<file path="config.mk">
export PLATFORM = sky130hd
export DESIGN_NAME = fetch_unit_flat
export DESIGN_NICKNAME = d
export VERILOG_FILES = /design/src/rtl/fetch_unit_if.sv /design/src/rtl/fetch_unit.sv /design/src/flat_wrapper.sv
export SDC_FILE = /design/constraint.sdc
export NUM_CORES = 1
export LEC_CHECK = 0
export BUFFER_PORTS_ARGS = -buffer_cell sky130_fd_sc_hd__buf_2
export CAP_MARGIN = 10
export CORE_MARGIN = 3
export CORE_UTILIZATION = 45
export DETAILED_ROUTE_END_ITERATION = 8
export PLACE_DENSITY_LB_ADDON = 0.1
export SYNTH_ARGS = -nofsm -noshare
export SYNTH_HDL_FRONTEND = slang
export SYNTH_SLANG_ARGS = --single-unit
</file>
<file path="constraint.sdc">
create_clock -name clk -period 11.26 [get_ports clk]
set_clock_uncertainty 0.15 [all_clocks]
set_input_delay 2.815 -clock clk [delete_from_list [all_inputs] [get_ports clk]]
set_output_delay 2.815 -clock clk [all_outputs]
set_load 0.005 [all_outputs]
</file>
<file path="src/rtl/fetch_unit_if.sv">
// Instruction-memory request/ack bus between the fetch unit and memory.
// master = fetch side, slave = memory side.
interface fetch_unit_if;
  logic        imem_req;
  logic [31:0] imem_addr;
  logic        imem_ack;
  logic [31:0] imem_rdata;

  modport master (
    output imem_req, imem_addr,
    input  imem_ack, imem_rdata
  );

  modport slave (
    input  imem_req, imem_addr,
    output imem_ack, imem_rdata
  );
endinterface

</file>
<file path="src/rtl/fetch_unit.sv">
// Fetch unit: PC, imem request FSM and one-entry output slot feeding IF/ID.
// Optional perf counters when FETCH_PERF_CNT_EN is defined.
module fetch_unit (
  input  logic                clk,
  input  logic                rst,
  input  logic                stall,
  input  logic                redirect,
  input  logic [31:0]         redirect_pc,
  fetch_unit_if.master        imem,
  output logic [31:0]         inst,
  output logic [31:0]         add_pc,
  output logic                valid,
  output logic                ifid_load,
  output logic                flush
`ifdef FETCH_PERF_CNT_EN
  ,
  output logic [31:0]         fetch_cnt,
  output logic [31:0]         bubble_cnt
`endif
);

  typedef enum logic [1:0] {
    IDLE,
    READY,
    REQ,
    DRAIN
  } state_t;

  state_t      state, state_d;
  logic [31:0] pc;
  logic [31:0] hold_addr;
  logic [31:0] pc_inc;
  logic [31:0] target;
  logic        slot_ok;
  logic        issue;
  logic        load;

  assign pc_inc    = pc + 32'd4;
  assign target    = redirect_pc & 32'hFFFF_FFFC;
  assign ifid_load = valid & ~stall;
  assign flush     = redirect;
  assign slot_ok   = ~valid | ifid_load;
  assign issue     = (state == READY) & slot_ok & ~redirect;

  assign imem.imem_req  = issue | (state == REQ) | (state == DRAIN);
  // An abandoned request keeps its address until memory acks it.
  assign imem.imem_addr = (state == DRAIN) ? hold_addr : pc;

  // Next-state and slot-load decision.
  always_comb begin
    state_d = state;
    load    = 1'b0;
    unique case (state)
      IDLE:  state_d = READY;
      READY: begin
        if (issue) begin
          if (imem.imem_ack) load    = 1'b1;
          else               state_d = REQ;
        end
      end
      REQ: begin
        if (redirect) begin
          state_d = imem.imem_ack ? READY : DRAIN;
        end else if (imem.imem_ack) begin
          load    = 1'b1;
          state_d = READY;
        end
      end
      DRAIN: begin
        if (imem.imem_ack) state_d = READY;
      end
    endcase
  end

  // State, PC and output slot registers.
  always_ff @(posedge clk or posedge rst) begin
    if (rst) begin
      state     <= IDLE;
      pc        <= 32'd0;
      hold_addr <= 32'd0;
      inst      <= 32'd0;
      add_pc    <= 32'd0;
      valid     <= 1'b0;
    end else begin
      state <= state_d;
      if ((state == REQ) && redirect && !imem.imem_ack)
        hold_addr <= pc;
      if (redirect) begin
        pc    <= target;
        valid <= 1'b0;
      end else if (load) begin
        inst   <= imem.imem_rdata;
        add_pc <= pc_inc;
        pc     <= pc_inc;
        valid  <= 1'b1;
      end else if (ifid_load) begin
        valid <= 1'b0;
      end
    end
  end

`ifdef FETCH_PERF_CNT_EN
  // Saturating fetch and bubble counters.
  always_ff @(posedge clk or posedge rst) begin
    if (rst) begin
      fetch_cnt  <= 32'd0;
      bubble_cnt <= 32'd0;
    end else begin
      if (ifid_load && fetch_cnt != 32'hFFFF_FFFF)
        fetch_cnt <= fetch_cnt + 32'd1;
      if ((!valid || stall) && bubble_cnt != 32'hFFFF_FFFF)
        bubble_cnt <= bubble_cnt + 32'd1;
    end
  end
`endif

endmodule
</file>
<file path="src/flat_wrapper.sv">
// flat-port wrapper written by rule: the top's interface ports become plain ports
module fetch_unit_flat 
  (clk, rst, stall, redirect, redirect_pc, inst, add_pc, valid, ifid_load, flush, imem_imem_req, imem_imem_addr, imem_imem_ack, imem_imem_rdata);
  fetch_unit_if imem_i ();
  input  logic clk;
  input  logic rst;
  input  logic stall;
  input  logic redirect;
  input  logic [31:0] redirect_pc;
  output logic [31:0] inst;
  output logic [31:0] add_pc;
  output logic valid;
  output logic ifid_load;
  output logic flush;
  output wire logic [$bits(imem_i.imem_req)-1:0] imem_imem_req;
  output wire logic [$bits(imem_i.imem_addr)-1:0] imem_imem_addr;
  input wire logic [$bits(imem_i.imem_ack)-1:0] imem_imem_ack;
  input wire logic [$bits(imem_i.imem_rdata)-1:0] imem_imem_rdata;
  assign imem_imem_req = imem_i.imem_req;
  assign imem_imem_addr = imem_i.imem_addr;
  assign imem_i.imem_ack = imem_imem_ack;
  assign imem_i.imem_rdata = imem_imem_rdata;
  fetch_unit u_core (.clk(clk), .rst(rst), .stall(stall), .redirect(redirect), .redirect_pc(redirect_pc), .imem(imem_i), .inst(inst), .add_pc(add_pc), .valid(valid), .ifid_load(ifid_load), .flush(flush));
endmodule
</file>
## Yosys cells after proc, flatten, opt, wreduce, memory -nomap -nowiden

Cells that the tools add are included.

| word-level totals | value |
|---|---|
| flip-flop bits (word level) | 131 |
| logic and storage cells | 45 |
| bits of input ports | 69 |
| output and inout bits | 100 |

| cells by class | value |
|---|---|
| muxes and demuxes | 16 |
| add/subtract/negate cells | 1 |
| reduce and logical (&&, ||, !) cells | 8 |
| equality and inequality tests | 5 |
| bitwise operators | 9 |

Operators by type and width:

| cell | number |
|---|---|
| $mux W32 | 3 |
| $add A32 B3 Y32 const B | 1 |
| $mux W2 | 5 |
| $pmux W2 S4 | 1 |
| $mux W1 | 6 |
| $eq A2 B2 Y1 const B | 2 |
| $reduce_and A2 Y1 | 2 |
| $and A1 B1 Y1 | 3 |
| $not A1 Y1 | 3 |
| $or A1 B1 Y1 | 3 |
| $reduce_bool A3 Y1 | 1 |
| $eq A2 B1 Y1 const B | 1 |
| $logic_and A1 B1 Y1 | 2 |
| $logic_not A2 Y1 | 1 |
| $ne A2 B1 Y1 const B | 1 |
| $ne A2 B2 Y1 const B | 1 |
| $pmux W1 S2 | 1 |
| $reduce_bool A2 Y1 | 1 |
| $logic_not A1 Y1 | 1 |

## Logic depth before layout (Yosys ltp)

Gate-level depths: netlist of run 1.

| logic depth | value |
|---|---|
| word-level depth | 9 |
| depth in mapped cells | 8 |
| gate-level depth less buffers | 7 |

## Least setup slack after synthesis of run 1

Ideal clock, no wire load.

| timing | value |
|---|---|
| path type | input port to output port |
| start point | input port redirect |
| end point | output port imem_imem_req |
| buffers on the path | 2 |
| data required time | 8295 ps |
| path slack | 4904 ps |
| stages | 3 |
| arrival | 3391 ps |
| path through | buf_2 > clkbuf_1 > o21ai_0 |

| between the ends | value |
|---|---|
| word-level cells in the longest chain between the ends | 4 |

RTL lines:

| item | RTL line | source |
|---|---|---|
| start: declaration | flat_wrapper.sv:8 | `input logic redirect;` |
| $not A1 Y1 (no line) | n/a |  |
| $and A1 B1 Y1 | fetch_unit.sv:43 | `assign issue = (state == READY) & slot_ok & ~redirect;` |
| $or A1 B1 Y1 (2 in series) | fetch_unit.sv:45 | `assign imem.imem_req = issue \| (state == REQ) \| (state == DRAIN);` |
| end: declaration | flat_wrapper.sv:15 | `output wire logic [$bits(imem_i.imem_req)-1:0] imem_imem_req;` |

No other way between the ends.

## Worst setup path after layout of run 1

Same ends and word-level chain as after synthesis.

==> results of run 1 <==
==> logic make-up after synthesis <==
family	synth area share
AO/OA/AOI/OAI	0.0607
XOR/XNOR	0.0779
adder cells (fa/ha/maj)	0.00976
buffers and inverters	0.0540
flip-flops	0.488
multiplexers	0.160
other	0.000585
AND/OR/NAND/NOR	0.150
==> worst min path at each step <==
| stage | depth (start not counted) | slack (ns) | end |
|---|---|---|---|
| 6_report | 2 | 0.33 | u_core.hold_addr[18] |
| 2_1_floorplan | 2 | 0.30 | u_core.hold_addr[18] |
| 3_3_place_gp | 2 | 0.31 | u_core.hold_addr[18] |
| 5_1_grt | 1 | 0.37 | u_core.hold_addr[4] |
| 3_5_place_dp | 2 | 0.32 | u_core.hold_addr[18] |
| 4_1_cts | 2 | 0.33 | u_core.hold_addr[18] |
==> worst max-delay path: cells and delay by family <==
family | cells | cell delay, ns
AO/OA/AOI/OAI | 1 | 0.26
buffers and inverters | 3 | 0.80
==> cells in the final DEF (no fill, tap or decap), types with 4 or more instances in the layout <==
cell and n:
a21oi_1 32, dfrtp_1 125, nor3_2 7, mux2_2 90, and4_1 5, xor2_1 26, clkbuf_8 6, conb_1 4
o21ai_1 14, o21ai_0 20, nand4_1 13, buf_4 5, nor2_1 42, xnor2_1 31, buf_2 162, nand2_1 48
inv_1 4, nor3_1 5, clkbuf_16 17, nor4_4 4, nand3_1 19, ha_1 5
==> routing by layer <==
layer,up-vias,part of all wire,track usage
li1,2244,-,-
met1,2310,0.43,0.253
met2,127,0.50,0.327
met3,9,0.060,0.0546
met4,0,0.0083,0.0529
met5,-,0,0
==> Yosys cell counts (all sizes together) (3+ instances only) <==
library cell | instances | area, um2
nand4 | 15 | 124
clkbuf | 15 | 56.3
dfrtp | 125 | 3130
and4 | 8 | 77.6
xor2 | 26 | 228
inv | 5 | 18.8
nor2 | 43 | 169
nand3 | 20 | 105
and3 | 3 | 18.8
o21ai | 34 | 170
a21oi | 32 | 160
nor3 | 13 | 111
nor4 | 9 | 135
ha | 5 | 62.6
xnor2 | 31 | 272
mux2 | 90 | 1010
buf | 38 | 272
nand2 | 49 | 191
==> power by group <==
group	internal (mW)	switching, mW
Sequential	0.631	0.108
Combinational	0.341	0.302
Clock	0.381	0.187
Total	1.35	0.597
==> per-stage QoR <==
stage / cells / area (um2) / utilization / total power, mW / hold slack [ns]
global route: 896 / 7790 / 0.572 / 2.08 / 0.366
CTS: 896 / 7790 / 0.572 / 1.98 / 0.333
finish: 896 / 7790 / 0.572 / 1.95 / 0.331
global placement: 865 / 7170 / 0.527 / 1.38 / 0.314
detailed placement: 865 / 7170 / 0.527 / 1.40 / 0.320
floorplan: 575 / 6420 / - / 1.14 / 0.300
==> final cells by class <==
class                      instances  area (um2)
clock buffer                      25         515
sequential                       125        3130
tap                              176         220
timing repair buffer             167         848
inverter                           5        21.3
clock inverter                     6         105
fill                            1199        5820
multi-input combinational        392        2950
==> flip-flops by register name, indices dropped and copies added, names as in the netlist <==
register,cells
u_core.state,2
u_core.inst,32
u_core.pc,30
u_core.valid,1
u_core.hold_addr,30
u_core.add_pc,30
==> reports/results.ini, run 1 <==
[floorplanning]
core-area_um2 = 13600
die_y_um = 125
die_width_um = 125
die_area_um2 = 15700
io_pins = 169
start_util = 0.471
rows = 42

[finish]
areaGrowthSynthToFinish_pct = 21.4
drive_gt1_frac = 0.433
nNetsFinal = 782
diodes = 0

[sta]
tightest_slew_ns = 0.968
worst_slack_ns = 4.37
fmax_ghz = 0.145
finalMaxSlewViolations = 0
setup_tns_ns = 0
hold_viol = 0
rsz0062_at_grt = false
setup_viol = 0
relSlewSlack = 0.353
period_share = 0.612
fin_crit_ns = 6.89

[worst_setup_path]
reg2regPathDepth = 7
r2r_end = u_core.inst[27]
crit_type = input pin to output port
worstPathArrival_ns = 3.92
critPathCaptureType = output port
cp_common_cell = buf_2
slowest_stage = buf_4
endpoint = imem_imem_req
required_ns = 8.30
r2r-start = u_core.state[1]
startpoint = redirect
startpoint_type = input pin
worst_path_largest_cell_delay_ns = 0.53
r2r_setup_slack_ns = 7.82
path_cells = buf_2 > buf_4 > o21ai_0 > buf_2
crit_fanout = 66

[yosys]
yosys_warnings = 0
netlist_instances = 572
synth_seq_area_share = 0.488
ys_ff_latch = 125
syn_avg_cell_area_um2 = 11.2
synth_ff_type = dfrtp_1
async_flop_share = 1.00
synth_edf_count = 0
syn_area_um2 = 6410
synth_cell_types = 42

[grt]
grt_max_degree = 79
overflow = 0
antenna_found_initial = 0
grt_pass1_vias = 4832
grt_pass1_wl_mm = 24.7
grt_usage = 0.196

[job]
maxCapViolations = 0

[clock_network]
cts_sinks = 125
worst_skew_pair.late_latency_ns = 0.41
cts_setup_buffers = 0
clk_pin_slew_ns = 0.05
cts_resized = 0
cts_buffers = 17
cts_buffer_depth = 2
cts.htree.levels = 4
cts_tree = done
root_buffer = clkbuf_16
holdBufCountCts = 0

[placement]
place_ws_ns = 4.40
portBuffers = 162
gp_congestion = 0.754
hpwl_mm = 10.4

[routing]
wl_per_cell_um = 16.6
detail_route.vias_per_cell = 5.23
drt-total-wl_mm = 14.9
vias = 4690
ant_nets = 0
drcViolationCount = 0
dr.first_iter.drc_count = 198
firstDrtPassIters = 4

[status]
status = complete, no violations

[min_path]
worstHoldStart = u_core.hold_addr[18]
hp-class = flip-flop to flip-flop

[power]
p_leak_nw = 3.50
vdd_drop_max_uv = 127
power_density_nw_per_um2 = 250

(Power assumes the default switching activity.)
==> run 2: changes to the inputs <==
Clock period 11.26 ns to 6.1 ns, I/O delays scaled along.
==> run 2 against run 1 <==
  * Utilization shrank 0.90 points
  * Critical path depth shrank 1
  * Sequential power rose by 84%
  * Combinational power grew 85%
  * Count of clock-buffer cells in the layout unchanged
  * Critical path type unchanged
  * First-iteration DRC count increased by 15%
  * Register-to-register slack got worse by 4.8 ns
  * Power up 75%
  * Non-clock buffer count grew 1
  * Hold slack improved by 0.014 ns
==> reports/results.ini, run 2 (synthesis results as in run 1) <==
[status]
status = complete, no violations

[finish]
stdcell_area_um2 = 7660
final_common_cell = buf_2
nNetsFinal = 783
drive_gt1_frac = 0.426
final_cell_mix = buf_2, dfrtp_1, mux2_2
diodes = 0
regMostFlops = u_core.inst
finalNonFillerCells = 894
areaGrowthSynthToFinish_pct = 19.5
largest_reg_flops = 32

[worst_setup_path]
startpoint_type = input pin
worstPathArrival_ns = 2.50
critPathCaptureType = output port
path_delay_family = buffers and inverters
cp_common_cell = buf_2
slowest_stage = buf_2
crit_type = input pin to output port
required_ns = 4.43
path_cells = buf_2 > o21ai_0 > buf_2
worst_path_largest_cell_delay_ns = 0.46
crit_fanout = 30
cp.buffers_inverters = 2

[clock_network]
cts_setup_buffers = 0
cts_buffers = 17
holdBufCountCts = 0
cts_buffer_depth = 2
cts.htree.levels = 4
clk_pin_slew_ns = 0.05
cts_sinks = 125
cts_tree = done
root_buffer = clkbuf_16
cts_resized = 0
worst_skew_pair.late_latency_ns = 0.41

[placement]
hpwl_mm = 10.6
place_area_um2 = 7170
portBuffers = 162
place_inst = 866
gp_congestion = 0.804

[grt]
grt_pass1_vias = 4659
grt_usage = 0.192
grt_max_degree = 75
grt_pass1_wl_mm = 24.2
use_met3 = 0.0584
grtUsageMet2 = 0.321
overflow = 0
antenna_found_initial = 0
top_usage_layer = met2
gr-usage-met1 = 0.244

[sta]
hold_viol = 0
setup_viol = 0
period_share = 0.684
fin_crit_ns = 4.17
finalMaxSlewViolations = 0
tightest_slew_ns = 0.964
fmax_ghz = 0.240
rsz0062_at_grt = false
setup_tns_ns = 0
relSlewSlack = 0.355

[floorplanning]
io_pins = 169
die_y_um = 125
rows = 42
start_util = 0.471
die_width_um = 125
die_area_um2 = 15700
core-area_um2 = 13600

[power]
p_leak_nw = 3.44
internal-power_mw = 2.32
power_density_nw_per_um2 = 445
p_comb_frac = 0.349
seqPwrFrac = 0.400
clockPowerShare = 0.251
p_switching_mw = 1.09
vdd_drop_max_uv = 212
swShare = 0.318

[routing]
drt-total-wl_mm = 14.9
drcViolationCount = 0
ant_nets = 0
wl_per_cell_um = 16.6
detail_route.vias_per_cell = 5.18
vias = 4635
dr.first_iter.drc_count = 228
firstDrtPassIters = 4

[min_path]
hp-class = flip-flop to flip-flop

[job]
maxCapViolations = 0

[run 2: changes by cell type in the layout (fill, tap and decap cells not counted), sizes merged]
cell / change
bufinv: -3
buf: +1
[run 2: final timing paths]
| kind | startpoint | endpoint | slack [ns] | cells past startpoint |
|---|---|---|---|---|
| max | redirect | imem_imem_req | 1.93 | 3 |
| min | u_core.hold_addr[18] | u_core.hold_addr[18] | 0.34 | 2 |
| max reg2reg | u_core.state[1] | u_core.inst[22] | 3.04 | 7 |
| min reg2reg | u_core.hold_addr[18] | u_core.hold_addr[18] | 0.34 | 2 |
| max in group asynchronous | rst | u_core.add_pc[17] | 3.42 | 3 |
| min in group asynchronous | rst | u_core.inst[29] | 1.16 | 2 |
[run 2: stage by stage]
stage / power (mW) / hold slack [ns] / utilization / worst slack, ns
2_1_floorplan: 2.11 / 0.300 / - / 1.10
3_3_place_gp: 2.54 / 0.315 / 0.527 / 1.99
3_5_place_dp: 2.59 / 0.332 / 0.527 / 1.96
4_1_cts: 3.46 / 0.344 / 0.563 / 1.96
5_1_grt: 3.64 / 0.364 / 0.563 / 1.87
6_report: 3.41 / 0.345 / 0.563 / 1.93
[run 2: cell type report]
type,count,area (um2)
Sequential cell,125,3130
Clock inverter,3,15.0
Inverter,5,21.3
Multi-Input combinational cell,392,2950
Fill cell,1197,5950
Tap cell,176,220
Timing Repair Buffer,168,856
Clock buffer,25,475
[run 2: power groups by stage]
stage	clock network, mW	logic (mW)	registers (mW)
6_report	0.857	1.19	1.36
5_1_grt	0.917	1.32	1.41
4_1_cts	0.874	1.22	1.37
3_5_place_dp	0	1.21	1.38
3_3_place_gp	0	1.19	1.35
2_1_floorplan	0	0.761	1.35
[run 2: per-layer routing]
layer  wire (um)  vias to the layer above
li1            -                     2239
met1        6510                     2270
met2        7410                      115
met3         826                       11
met4         127                        0
met5           0                        -
[run 2: tightest hold or removal path, delay by kind of cell, from the launching register on]
kind / cells / cell delay (ns)
DFF: 1 / 0.35
AOI/OAI and AO/OA: 1 / 0.06
and+or+nand+nor: 1 / 0.05
==> run 3: changes to the inputs <==
Settings changed: ABC_AREA from default to 1.
Clock period 6.1 ns to 4.03 ns, I/O delays scaled along.
==> run 3 against run 2 <==
  * Sequential share of layout area fell by 0.11 points
  * Design area grew 0.26%
  * Die area down 3.7%
  * Via count is 19% higher
  * Synthesized cell count is 46% higher
  * Largest cell class unchanged
  * Clock power is 76% higher
  * Global-route usage rose by 2.6 points
  * Combinational power rose by 30%
  * Non-clock buffer count rose by 1
  * Sequential power increased by 51%
  * Critical path depth unchanged
  * Utilization increased by 1.5 points
  * Highest routed layer unchanged
==> reports/results.ini, run 3 <==
[routing]
dr.first_iter.drc_count = 367
ant_nets = 0
met3WireLength_mm = 1.14
wl_met1_mm = 7.68
wl_per_cell_um = 13.5
drt-total-wl_mm = 15.9
vias = 5500
detail_route.vias_per_cell = 4.68
drcViolationCount = 0
firstDrtPassIters = 5
wl_met2_mm = 6.68
highest_layer = met4

[placement]
portBuffers = 162
gp_congestion = 0.888
hpwl_mm = 11.5

[clock_network]
worst_skew_pair.late_latency_ns = 0.42
clk_pin_slew_ns = 0.05
cts_buffers = 17
cts_setup_buffers = 0
cts_resized = 0
root_buffer = clkbuf_16
cts_sinks = 125
cts_buffer_depth = 2
holdBufCountCts = 0
cts_tree = done
cts.htree.levels = 4

[worst_setup_path]
r2r-start = u_core.state[0]
crit_fanout = 62
slowest_stage = ha_2
critPathCaptureType = output port
path_cells = ha_2 > o21ai_0 > buf_2
worst_path_largest_cell_delay_ns = 0.82
worstPathArrival_ns = 2.12
startpoint_type = flip-flop
crit_type = flip-flop to output port
required_ns = 2.87
startpoint = u_core.state[0]

[sta]
rsz0062_at_grt = false
finalMaxSlewViolations = 0
fmax_ghz = 0.305
setup_viol = 0
setup_tns_ns = 0
relSlewSlack = 0.391
tightest_slew_ns = 0.913
period_share = 0.814
hold_viol = 0
fin_crit_ns = 3.28

[yosys]
netlist_top_cells_count = nand2_1, dfrtp_1, o21ai_0
synth_cell_types = 25
netlist_instances = 834
netlist.area_leader.share = 0.507
yosys-top-cells-area = dfrtp_1, nand2_1, o21ai_0
async_flop_share = 1.00
synth_seq_area_share = 0.507
yosys.area.top_type = dfrtp_1
syn_area_um2 = 6170
synth_ff_type = dfrtp_1
ys_ff_latch = 125
synth_edf_count = 0
syn_avg_cell_area_um2 = 7.39
yosys_warnings = 0
synth.most_common_cell = nand2_1

[min_path]
hp-class = flip-flop to flip-flop
worstHoldStart = u_core.add_pc[26]

[finish]
final_common_cell = nand2_1
nNetsFinal = 1061
drive_gt1_frac = 0.225
areaGrowthSynthToFinish_pct = 24.6
final_cell_mix = nand2_1, buf_2, dfrtp_1
regMostFlops = u_core.inst
largest_reg_flops = 32

[status]
status = complete, no violations

[floorplanning]
die_width_um = 123
rows = 42
die_y_um = 123
io_pins = 169
core-area_um2 = 13300
start_util = 0.464
die_area_um2 = 15100

[grt]
overflow = 0
grt_max_degree = 69
antenna_found_initial = 0
grt_pass1_wl_mm = 25.4
grt_pass1_vias = 5025
grt_usage = 0.218

[job]
maxCapViolations = 0

[power]
power_density_nw_per_um2 = 665
p_total_mw = 5.11
vdd_drop_max_uv = 310
p_leak_nw = 4.26

[run 3: final timing paths]
path | endpoint | slack, ns | cells after the start
worst max-delay path | imem_imem_addr[9] | 0.75 | 3
worst max register to register | u_core.pc[19] | 1.66 | 11
worst min register to register | u_core.add_pc[26] | 0.32 | 2
min in group asynchronous | u_core.inst[11] | 0.60 | 2
max in group asynchronous | u_core.add_pc[3] | 2.42 | 3
worst min-delay path | u_core.add_pc[26] | 0.32 | 2
[run 3: report_power, final]
group / total (mW) / switching, mW / internal, mW / leakage, nW
sequential: 2.05 / 0.317 / 1.73 / 1.57
combinational: 1.55 / 0.896 / 0.652 / 2.39
clock: 1.51 / 0.530 / 0.982 / 0.296
total: 5.11 / 1.74 / 3.36 / 4.26
[run 3: stage by stage]
stage / cell area, um2 / hold slack, ns / worst slack (ns) / utilization / std cells
floorplan: 6180 / 0.303 / 1.33 / - / 837
global placement: 7100 / 0.310 / 1.16 / 0.534 / 1144
detailed placement: 7100 / 0.310 / 1.15 / 0.534 / 1144
CTS: 7680 / 0.325 / 0.682 / 0.578 / 1175
global route: 7680 / 0.336 / 0.525 / 0.578 / 1175
finish: 7680 / 0.319 / 0.751 / 0.578 / 1176
[run 3: area by class of cell]
| class | count | area, um2 |
|---|---|---|
| sequential | 125 | 3130 |
| inverter | 67 | 255 |
| tap | 176 | 220 |
| antenna | 1 | 2.50 |
| clock buffer | 24 | 502 |
| clock inverter | 7 | 85.1 |
| timing repair buffer | 169 | 888 |
| fill | 1333 | 5610 |
| multi-input combinational | 607 | 2600 |
[run 3: kinds of logic after synthesis]
family                   after synthesis  synth area share
AND/OR/NAND/NOR                      512             0.335
flip-flops                           125             0.507
buffers and inverters                105            0.0735
AO/OA/AOI/OAI                         81            0.0662
XOR/XNOR                               5           0.00710
adder cells (fa/ha/maj)                5            0.0101
other                                  1          0.000608
[run 3: critical path, delay by kind of cell (launching register included)]
| kind | cells | cell delay (ns) |
|---|---|---|
| fa+ha+maj | 1 | 0.82 |
| compound gates | 1 | 0.27 |
| buf+inv | 1 | 0.19 |
| flops | 1 | 0.42 |
[run 3: routing by layer]
metal  vias to the layer above  global-route usage
li1                       2864                   -
met1                      2446               0.313
met2                       162               0.305
met3                        28              0.0672
met4                         0              0.0900
met5                         -                   0
